===== src/rtl/fetch_queue_pkg.sv =====
// Shared types and constants for the instruction fetch queue and its buffer.
package fetch_pkg;

    typedef enum logic [1:0] {
        IDLE = 2'd0,
        REQ  = 2'd1,
        DROP = 2'd2
    } state_t;

    localparam logic [15:0] NOP_IR      = 16'h0000;
    localparam int          PC_STEP_DEF = 4;

    typedef struct packed {
        logic [15:0] ir;
        logic [15:0] pcplus4;
    } entry_t;

endpackage


===== src/rtl/fetch_queue_fifo.sv =====
// DEPTH-entry circular buffer of fetched instructions, updated on the falling clock edge.
// Head is visible the edge after push; flush beats push and pop, and a pop lets a push land even when full.
module fetch_fifo
    import fetch_pkg::*;
#(
    parameter int DEPTH = 4
)(
    input  logic                   clock,
    input  logic                   reset,
    input  logic                   i_flush,
    input  logic                   i_push,
    input  entry_t                 i_push_dat,
    input  logic                   i_pop,
    output entry_t                 o_head,
    output logic [$clog2(DEPTH):0] o_count
);
    localparam int AW = $clog2(DEPTH);
    localparam int CW = AW + 1;

    entry_t          r_mem [DEPTH];
    logic [AW-1:0]   r_rd_ptr;
    logic [AW-1:0]   r_wr_ptr;
    logic [CW-1:0]   r_count;
    logic            w_push;
    logic            w_pop;

    assign w_pop  = i_pop && (r_count != '0);
    assign w_push = i_push && ((r_count != CW'(DEPTH)) || w_pop);

    always_ff @(negedge clock) begin
        if (w_push && !i_flush) begin
            r_mem[r_wr_ptr] <= i_push_dat;
        end
    end

    always_ff @(negedge clock or posedge reset) begin
        if (reset) begin
            r_rd_ptr <= '0;
            r_wr_ptr <= '0;
            r_count  <= '0;
        end else if (i_flush) begin
            r_rd_ptr <= '0;
            r_wr_ptr <= '0;
            r_count  <= '0;
        end else begin
            if (w_push) begin
                r_wr_ptr <= r_wr_ptr + 1'b1;
            end
            if (w_pop) begin
                r_rd_ptr <= r_rd_ptr + 1'b1;
            end
            r_count <= r_count + CW'(w_push) - CW'(w_pop);
        end
    end

    assign o_head  = r_mem[r_rd_ptr];
    assign o_count = r_count;

endmodule


===== src/rtl/fetch_queue.sv =====
// Instruction prefetch ahead of IF/ID: one outstanding imem request, DEPTH-entry buffer, redirect flush.
// Data reaches ID one edge after ack; stall holds the head. FETCH_QUEUE_BYPASS_EN forwards ack data to an empty queue's output.
module fetch_queue
    import fetch_pkg::*;
#(
    parameter int          DEPTH    = 4,
    parameter logic [15:0] RESET_PC = 16'h0000,
    parameter int          PC_STEP  = PC_STEP_DEF
)(
    input  logic                   clock,
    input  logic                   reset,
    output logic                   imem_req,
    output logic [15:0]            imem_addr,
    input  logic                   imem_ack,
    input  logic [15:0]            imem_rdata,
    input  logic                   redirect,
    input  logic [15:0]            redirect_pc,
    input  logic                   stall,
    output logic                   out_valid,
    output logic [15:0]            out_ir,
    output logic [15:0]            out_pcplus4,
    output logic [15:0]            fetch_pc,
    output logic [$clog2(DEPTH):0] count
);
    localparam int          CW   = $clog2(DEPTH) + 1;
    localparam logic [15:0] STEP = 16'(PC_STEP);
    localparam logic [CW-1:0] FULL = CW'(DEPTH);

    state_t          r_state;
    state_t          w_state_nxt;
    logic [15:0]     r_fetch_pc;
    logic [15:0]     w_fetch_pc_nxt;
    logic [15:0]     r_addr;
    logic [15:0]     w_addr_nxt;
    logic            w_ack_live;
    logic            w_bypass;
    logic            w_push;
    logic            w_pop;
    entry_t          w_push_dat;
    entry_t          w_head;
    logic [CW-1:0]   w_count;

    assign w_ack_live = (r_state == REQ) && imem_ack && !redirect;
    assign w_push_dat = '{ir: imem_rdata, pcplus4: r_addr + STEP};

`ifdef FETCH_QUEUE_BYPASS_EN
    assign w_bypass = w_ack_live && (w_count == '0);
`else
    assign w_bypass = 1'b0;
`endif

    // A bypassed word that ID accepts this cycle never occupies a slot.
    assign w_push = w_ack_live && !(w_bypass && !stall);
    assign w_pop  = (w_count != '0) && !redirect && !stall;

    fetch_fifo #(
        .DEPTH (DEPTH)
    ) u_fifo (
        .clock      (clock),
        .reset      (reset),
        .i_flush    (redirect),
        .i_push     (w_push),
        .i_push_dat (w_push_dat),
        .i_pop      (w_pop),
        .o_head     (w_head),
        .o_count    (w_count)
    );

    always_comb begin
        w_state_nxt    = r_state;
        w_fetch_pc_nxt = r_fetch_pc;
        w_addr_nxt     = r_addr;
        unique case (r_state)
            IDLE: begin
                if (redirect) begin
                    w_fetch_pc_nxt = redirect_pc;
                end else if (w_count < FULL) begin
                    w_state_nxt = REQ;
                    w_addr_nxt  = r_fetch_pc;
                end
            end
            REQ: begin
                if (redirect) begin
                    w_fetch_pc_nxt = redirect_pc;
                    w_state_nxt    = imem_ack ? IDLE : DROP;
                end else if (imem_ack) begin
                    w_fetch_pc_nxt = r_fetch_pc + STEP;
                    // Pops are ignored here, so a re-issue always has a guaranteed slot.
                    if ((w_count + CW'(w_push)) < FULL) begin
                        w_addr_nxt = r_fetch_pc + STEP;
                    end else begin
                        w_state_nxt = IDLE;
                    end
                end
            end
            DROP: begin
                if (redirect) begin
                    w_fetch_pc_nxt = redirect_pc;
                end
                if (imem_ack) begin
                    w_state_nxt = IDLE;
                end
            end
            default: begin
                w_state_nxt = IDLE;
            end
        endcase
    end

    always_ff @(negedge clock or posedge reset) begin
        if (reset) begin
            r_state    <= IDLE;
            r_fetch_pc <= RESET_PC;
            r_addr     <= RESET_PC;
        end else begin
            r_state    <= w_state_nxt;
            r_fetch_pc <= w_fetch_pc_nxt;
            r_addr     <= w_addr_nxt;
        end
    end

    always_comb begin
        out_valid   = 1'b0;
        out_ir      = NOP_IR;
        out_pcplus4 = '0;
        if ((w_count != '0) && !redirect) begin
            out_valid   = 1'b1;
            out_ir      = w_head.ir;
            out_pcplus4 = w_head.pcplus4;
        end else if (w_bypass) begin
            out_valid   = 1'b1;
            out_ir      = w_push_dat.ir;
            out_pcplus4 = w_push_dat.pcplus4;
        end
    end

    assign imem_req  = (r_state != IDLE);
    assign imem_addr = r_addr;
    assign fetch_pc  = r_fetch_pc;
    assign count     = w_count;

endmodule


===== config.mk =====
export PLATFORM = sky130hd
export DESIGN_NAME = fetch_queue
export DESIGN_NICKNAME = d
export VERILOG_FILES = /design/src/rtl/fetch_queue_pkg.sv /design/src/rtl/fetch_queue_fifo.sv /design/src/rtl/fetch_queue.sv
export SDC_FILE = /design/constraint.sdc
export NUM_CORES = 1
export LEC_CHECK = 0
export CAP_MARGIN = 5
export CORE_AREA = 8 8 138 140
export DETAILED_ROUTE_END_ITERATION = 7
export DIE_AREA = 0 0 146 148
export GPL_ROUTABILITY_DRIVEN = 0
export PLACE_DENSITY = 0.67
export SYNTH_ARGS = -nofsm -noshare
export SYNTH_HDL_FRONTEND = slang
export SYNTH_HIERARCHICAL = 1
export SYNTH_SLANG_ARGS = --single-unit

===== constraint.sdc =====
create_clock -name clock -period 9.6 [get_ports clock]
set_input_delay 1.92 -clock clock [delete_from_list [all_inputs] [get_ports clock]]
set_output_delay 1.92 -clock clock [all_outputs]
set_load 0.05 [all_outputs]

Word-level counts from Yosys, hierarchy flattened

Memories as Yosys holds them, arrays and structs flattened.
Index checks and enable logic that the tools add are counted.

$add $sub $neg: 7
Order comparisons: 2
Equal/unequal tests: 12
Multiplexer cells: 28
Reduce and logical (&&, ||, !) cells: 21

Operators with widths:

| kind                                          | count |
|---|---|
| 2-to-1 mux 16 bit                             | 10 |
| one-hot mux 16 bit (2 select lines)           | 2 |
| adder 16 x 3 -> 16 bit, second input constant | 2 |
| 2-to-1 mux 2 bit                              | 11 |
| != test 2 bit, second input constant          | 5 |
| nonzero test 2 bit                            | 5 |
| != test 3 bit, second input constant          | 3 |
| logical AND 1 bit                             | 7 |
| adder 3 x 1 -> 3 bit                          | 2 |
| < comparator 3 bit, second input constant     | 2 |
| one-hot mux 2 bit (3 select lines)            | 1 |
| AND reduction 6 bit                           | 1 |
| AND reduction 5 bit                           | 1 |
| adder 2 x 1 -> 2 bit, second input constant   | 2 |
| != test 2 x 1 -> 1 bit, second input constant | 2 |
| 2-to-1 mux 1 bit                              | 3 |
| 2-to-1 mux 3 bit                              | 1 |
| AND reduction 3 bit                           | 1 |
| nonzero test 3 bit                            | 1 |
| subtractor 3 x 1 -> 3 bit                     | 1 |
| == test 2 x 1 -> 1 bit, second input constant | 1 |
| == test 2 bit, second input constant          | 1 |
| zero test 1 bit                               | 2 |
| zero test 2 bit                               | 1 |
| other kinds (2)                               | 2 |

Register bits: 41
RAM bits: 128
Bits of input ports: 37
Output and inout port bits: 69
Word-level logic and storage cells: 77
Memories kept: 1

Memory list:

| memory       | words | width | read ports | clocked after Yosys merged registers in | write ports | line                   | text |
|---|---|---|---|---|---|---|---|
| u_fifo.r_mem | 4     | 32    | 1          | 0                                       | 1           | fetch_queue_fifo.sv:20 | `entry_t r_mem [DEPTH];` |

Depth between registers and ports, before layout

Gate-level depths: netlist of the first run.

Depth in word-level cells: 9
Gate-level depth with buffers: 13
Mapped depth without buffers: 11

By module

The synthesis of the first run kept the hierarchy.

Modules (own cells, without submodules):

| module      | times used | cells each | area an instance (um^2) |
|---|---|---|---|
| fetch_fifo  | 1          | 214        | 5078.6 |
| fetch_queue | 1          | 290        | 2349.8 |

==> reports/qor.yml, run 1 <==
run_status:
  status: "completed"
power:
  swShare_pct: 34.90
  leakage_nw: 3.947
  netSwitchingPower_mw: 0.7644
  ir_worst_vdd_uv: 145.1
  p_comb_share_pct: 19.4
  p_seq_share_pct: 42.5
  power.density_mw_per_mm2: 226.0
  pwr-share-clk_pct: 38.1
  p_int_mw: 1.426
routing:
  drt-vias-per-instance: 4.977
  vias: 4863
  drt_iter0_drc: 193
  wl_per_cell_um: 16.24
  antenna_left: 0
  post-route-drc-count: 0
  wl_um: 15860
  drt_pre_antenna_iters: 4
worst_setup_path:
  worstSetupStartpointType: "input port"
  crit_fanout: 6
  r2r_cells: 11
  rrSetupSlack_ns: 6.86
  worstSetupEndpointType: "flop"
  arrival_ns: 4.37
  r2r_start: "u_fifo/o_count[1]$_DFF_NP0_"
  cp_data_required_time_ns: 5.05
  r2r_end: "u_fifo/o_count[2]$_DFF_NP0_"
  critPathKind: "input port to flop"
worst_hold_path:
  min_path_cells: 1
  hp-start: "fetch_pc[1]$_DFFE_NP0P_"
  min_path_type: "flop to flop"
  whs_endpoint: "imem_addr[1]$_DFFE_NP0P_"
yosys:
  synth_flop_cell: "edfxtp_1"
  synth_edf_count: 128
  seq_area_frac_synth_pct: 65.55
  ys_warn_count: 6
  yosys-top-cells-count: "edfxtp_1 (128), dfrtn_1 (41), nand2_1 (36)"
  yosys.area.top_type: "edfxtp_1"
  synthCells: 504
  synth_cell_types: 48
  yosysMostFrequentCell: "edfxtp_1"
  synth_top_area_share_pct: 51.74
  synthArstFlopShare_pct: 24.26
  synth.net_count: 549
  ys_ff_latch: 169
  synthesis.area_mm2: 0.007428
  avgSynthCellArea_um2: 14.74
  synthTopCellsByArea: "edfxtp_1 (52%), dfrtn_1 (14%), mux4_2 (9.7%), and2_1 (2.9%), xnor2_1 (2.4%)"
global_routing:
  grt_max_degree: 35
  grt.busiest_layer: "met2"
  use_met2_pct: 25.26
  use_met1_pct: 17.08
  antenna_found_initial: 0
  grt_overflow: 0
  grtUsageMet3_pct: 5.839
  grt_pass1_wl_um: 26130
  grt_pass1_vias: 5402
  grt_usage_pct: 15.27
placement:
  hpwl_um: 10280
  dpl_cell_area_mm2: 0.008658
  place_ws_ns: 0.2702
  io_buffers: 105
die:
  rows: 48
  die_h_um: 148
  io_pins: 106
  initial_utilization_pct: 43.86
  dieArea_mm2: 0.02161
  core-area_mm2: 0.01694
  die_w_um: 146
cts:
  post_cts_resized: 0
  cts.htree.levels: 4
  cts-root-buf: "clkbuf_16"
  clockBufferDepth: 2
  postCtsHoldBufs: 0
  numCtsBuffers: 17
  clk_latency_ns: 0.46
  cts_setup_buffers: 0
  tritoncts_num_sinks: 169
  cts_tree: "yes"
  path_clk_slew_ns: 0.05
layout:
  fin_nets: 784
  nFillCells: 1395
  postLayoutCoreUtil_pct: 57.23
  stdcell_area_mm2: 0.009692
  syn_to_final_growth_pct: 30.47
  drive_above_1_share_pct: 16.89
  n_antenna_cell: 0
timing:
  slew_violations: 0
  finalSetupViolCount: 0
  clock_skew_ns: 0.06693
  layout_setup_ws_ns: 0.6765
  slew_headroom_pct: 62.92
  hold_viol_final: 0
  max_slew.worst_pin.slew_ns: 0.5544
  rsz0062_at_grt: "false"
job:
  drv_cap: 0
==> how the worst max path moves through the flow <==
| stage | end | slack, ns | from | cells past startpoint |
|---|---|---|---|---|
| after global placement | u_fifo/o_count[2]$_DFF_NP0_ | 0.33 | redirect | 11 |
| final | u_fifo/o_count[2]$_DFF_NP0_ | 0.68 | redirect | 11 |
| after global routing | u_fifo/o_count[2]$_DFF_NP0_ | 0.45 | redirect | 11 |
| after detailed placement | u_fifo/o_count[2]$_DFF_NP0_ | 0.27 | redirect | 11 |
| after floorplan | u_fifo/r_mem[0][0]$_DFFE_NP_ | -0.78 | imem_ack | 6 |
| after CTS | u_fifo/o_count[2]$_DFF_NP0_ | 0.69 | redirect | 11 |
==> layout by cell type, fill, tap and decap left out, types with 13 or more instances in the layout <==
cell type	n
nand2_1	36
a21oi_1	24
buf_4	47
dfrtn_1	41
nor2_1	31
clkbuf_16	17
nand3_1	13
clkdlybuf4s50_1	73
edfxtp_1	128
mux4_2	32
xnor2_1	20
inv_1	137
and2_1	35
==> layer usage <==
metal | part of all wire (%) | wire, um
met1 | 42 | 6698
met2 | 51 | 8119
met3 | 5.7 | 903
met4 | 0.89 | 141
met5 | 0 | 0
==> cell families after synthesis <==
group	Yosys count	synth area share [%]
AO/OA/AOI/OAI	67	5.356
XOR/XNOR	28	3.301
adder cells (fa/ha/maj)	8	1.448
buffers and inverters	41	2.931
flip-flops	169	65.55
multiplexers	39	10.73
AND/OR/NAND/NOR	152	10.68
==> state kept, by name, indices dropped and copies added, names as in the netlist <==
register         flops
u_fifo/r_rd_ptr      2
u_fifo/r_mem       128
u_fifo/o_count       3
r_state              2
imem_addr           16
u_fifo/r_wr_ptr      2
fetch_pc            16
==> through the flow <==
| step | total power, mW | hold WS (ns) | TNS, ns | cells |
|---|---|---|---|---|
| after floorplan | 1.291 | 0.4386 | -100.13 | 504 |
| after global placement | 1.437 | 0.4577 | 0 | 818 |
| after detailed placement | 1.448 | 0.4881 | 0 | 818 |
| final | 2.190 | 0.4918 | 0 | 977 |
| after global routing | 2.325 | 0.5020 | 0 | 977 |
| after CTS | 2.228 | 0.4898 | 0 | 977 |
==> worst max-delay path, stage by stage <==
cell             delay (ns)
clkdlybuf4s50_1        0.54
nor3_1                 0.45
o31ai_1                0.20
nor2_1                 0.21
a21o_1                 0.11
ha_1                   0.14
inv_1                  0.05
fa_1                   0.37
xor2_1                 0.18
and2_1                 0.15
nor3_1                 0.05
==> area by class of cell <==
type | instances | area (um2) | area share (%)
clock buffers | 17 | 425.4 | 4.389
multi-input cells | 294 | 2370 | 24.45
inverters | 8 | 30.03 | 0.3098
clock inverters | 143 | 611.8 | 6.313
flip-flops and latches | 169 | 4870 | 50.25
well taps | 225 | 281.5 | 2.905
repair buffers | 121 | 1104 | 11.39
==> power by group through the flow <==
stage               clock [mW]  sequential [mW]  combinational (mW)
floorplan               0.0797             1.02               0.186
global placement        0.0797            0.937               0.420
global route             0.931            0.939               0.455
detailed placement      0.0797            0.940               0.428
finish                   0.835            0.931               0.424
CTS                      0.868            0.931               0.430
Note: power is estimated with default switching activity, not from simulation.
==> run 2: changes to the inputs <==
- CAP_MARGIN: 5 -> 20
==> results of run 2 <==
The final DEF is identical to that of run 1; final timing and power are the same.
==> run 3: changes to the inputs <==
- CORE_AREA: 8 8 138 140 -> 8 8 139 141
- DIE_AREA: 0 0 146 148 -> 0 0 147 149
- SYNTH_HIERARCHICAL: 1 -> unset
==> run 3 against run 2 <==
  * Flip-flop and latch count stayed put
  * Final cell count down 1.3%
  * Area after synthesis up 1.2%
  * Largest cell class unchanged
  * Critical endpoint is now out_valid
  * Largest power group unchanged
==> reports/qor.yml, run 3 <==
cts:
  cts.htree.levels: 4
  cts_tree: "yes"
  postCtsHoldBufs: 0
  cts-root-buf: "clkbuf_16"
  cts_setup_buffers: 0
  tritoncts_num_sinks: 169
  numCtsBuffers: 17
  post_cts_resized: 0
  path_clk_slew_ns: 0.05
  clk_latency_ns: 0.47
  clockBufferDepth: 2
yosys:
  synth_cell_types: 56
  ys_warn_count: 0
  avgSynthCellArea_um2: 15.10
  synthTopCellsByArea: "edfxtp_1 (51%), dfrtn_1 (14%), mux4_2 (9.6%), nor2b_1 (3.0%), xnor2_1 (1.6%)"
  synth_top_area_share_pct: 51.11
  synth_edf_count: 128
  ys_ff_latch: 169
  yosys-top-cells-count: "edfxtp_1 (128), dfrtn_1 (41), nor2b_1 (36)"
  synth_flop_cell: "edfxtp_1"
  yosys.area.top_type: "edfxtp_1"
  seq_area_frac_synth_pct: 64.76
  synthCells: 498
  synthArstFlopShare_pct: 24.26
  yosysMostFrequentCell: "edfxtp_1"
  synthesis.area_mm2: 0.007520
  synth.net_count: 544
worst_setup_path:
  crit_fanout: 33
  crit_buf_inv: 3
  worstSetupStartpointType: "flop"
  cp_data_required_time_ns: 7.68
  cpMaxStageDelayCell: "clkdlybuf4s50_1"
  path_cells: "nor3_1 > or2_2 > buf_4 > inv_1 > clkdlybuf4s50_1"
  cpPeakStageDelay_ns: 0.79
  cpLargestDelayFamily: "buffers and inverters"
  worstSetupEndpointType: "output pin"
  critPathKind: "flop to output pin"
  arrival_ns: 7.33
layout:
  layout_common_cells: "inv_1 (138), edfxtp_1 (128), clkdlybuf4s50_1 (73)"
  max_flop_register: "u_fifo.r_mem"
  final_common_cell: "inv_1"
  syn_to_final_growth_pct: 31.30
  drive_above_1_share_pct: 17.46
  fin_nets: 772
  stdcell_area_mm2: 0.009873
  n_antenna_cell: 0
  postLayoutCoreUtil_pct: 57.89
  fin_cells: 964
  largest_reg_flops: 128
die:
  io_pins: 106
  dieArea_mm2: 0.02190
  core-area_mm2: 0.01706
  rows: 48
  die_w_um: 147
  die_h_um: 149
  initial_utilization_pct: 44.09
timing:
  slew_headroom_pct: 53.10
  fin_hold_ws_ns: 0.4822
  clock_skew_ns: 0.07540
  hold_viol_final: 0
  slew_violations: 0
  layout_setup_ws_ns: 0.3543
  max_slew.worst_pin.slew_ns: 0.7035
  rsz0062_at_grt: "false"
  setup_tns_ns: 0
  finalSetupViolCount: 0
global_routing:
  antenna_found_initial: 0
  use_met1_pct: 17.14
  grt_max_degree: 42
  grt_usage_pct: 15.41
  grtUsageMet3_pct: 7.767
  grt_overflow: 0
  grt_pass1_wl_um: 26430
  grt.busiest_layer: "met2"
  grt_pass1_vias: 5305
  use_met2_pct: 25.05
power:
  leakage_nw: 3.973
  power.density_mw_per_mm2: 305.7
  power.total_mw: 3.018
  ir_worst_vdd_uv: 173.2
routing:
  vias: 4913
  post-route-drc-count: 0
  wl_per_cell_um: 16.82
  drt_iter0_drc: 251
  drt_pre_antenna_iters: 5
  drt-vias-per-instance: 5.096
  antenna_left: 0
  wl_um: 16210
placement:
  dp.cells: 805
  dpl_cell_area_mm2: 0.008738
  place_ws_ns: 0.4006
  hpwl_um: 10330
  io_buffers: 105
run_status:
  status: "completed"
job:
  drv_cap: 0
worst_hold_path:
  min_path_type: "flop to flop"
==> run 3: report_power, final <==
group / internal (mW) / switching, mW / total (mW)
logic: 0.380 / 0.641 / 1.02
registers: 0.928 / 0.119 / 1.05
clock network: 0.518 / 0.433 / 0.951
total: 1.83 / 1.19 / 3.02
==> run 3: kinds of logic after synthesis <==
| kind of cell | synth area share (%) |
|---|---|
| xor gates and xnor gates | 3.145 |
| adders and majority gates | 1.597 |
| AOI/OAI and AO/OA | 4.759 |
| DFF | 64.76 |
| and+or+nand+nor | 10.33 |
| muxes | 12.38 |
| buffers and inverters | 3.028 |
==> run 3: area by class of cell <==
class                   count  area, um2
fillers                  1373       7183
flip-flops and latches    169       4870
multi-input cells         283       2422
repair buffers            117       1124
clock inverters           143      713.2
clock buffers              17      425.4
well taps                 225      281.5
inverters                  10      37.54
==> run 3: per-layer routing <==
layer,vias up,routed length (um)
li1,2340,-
met5,-,0
met2,152,8101
met3,17,1207
met1,2404,6750
met4,0,155
==> run 3: worst reg2reg max path, cell delays in order, from the launching register on <==
cell	delay, ns
dfrtn_1	0.56
nor3_1	0.11
or2_2	0.30
nor2_1	0.16
ha_1	0.26
inv_1	0.06
ha_1	0.13
inv_1	0.05
fa_1	0.37
xnor2_1	0.17
nor2_1	0.06
==> run 3: final timing paths <==
path,start,cells after the start,end,slack [ns]
worst max-delay path,u_fifo.o_count[2]$_DFF_NP0_,5,out_valid,0.35
max in group asynchronous,reset,3,imem_addr[9]$_DFFE_NP0P_,2.56
worst min register to register,u_fifo.r_rd_ptr[1]$_DFFE_NP0P_,2,u_fifo.r_rd_ptr[1]$_DFFE_NP0P_,0.48
worst max register to register,u_fifo.o_count[2]$_DFF_NP0_,10,u_fifo.o_count[2]$_DFF_NP0_,7.20
worst min-delay path,u_fifo.r_rd_ptr[1]$_DFFE_NP0P_,2,u_fifo.r_rd_ptr[1]$_DFFE_NP0P_,0.48
min in group asynchronous,reset,3,fetch_pc[2]$_DFFE_NP0P_,6.64
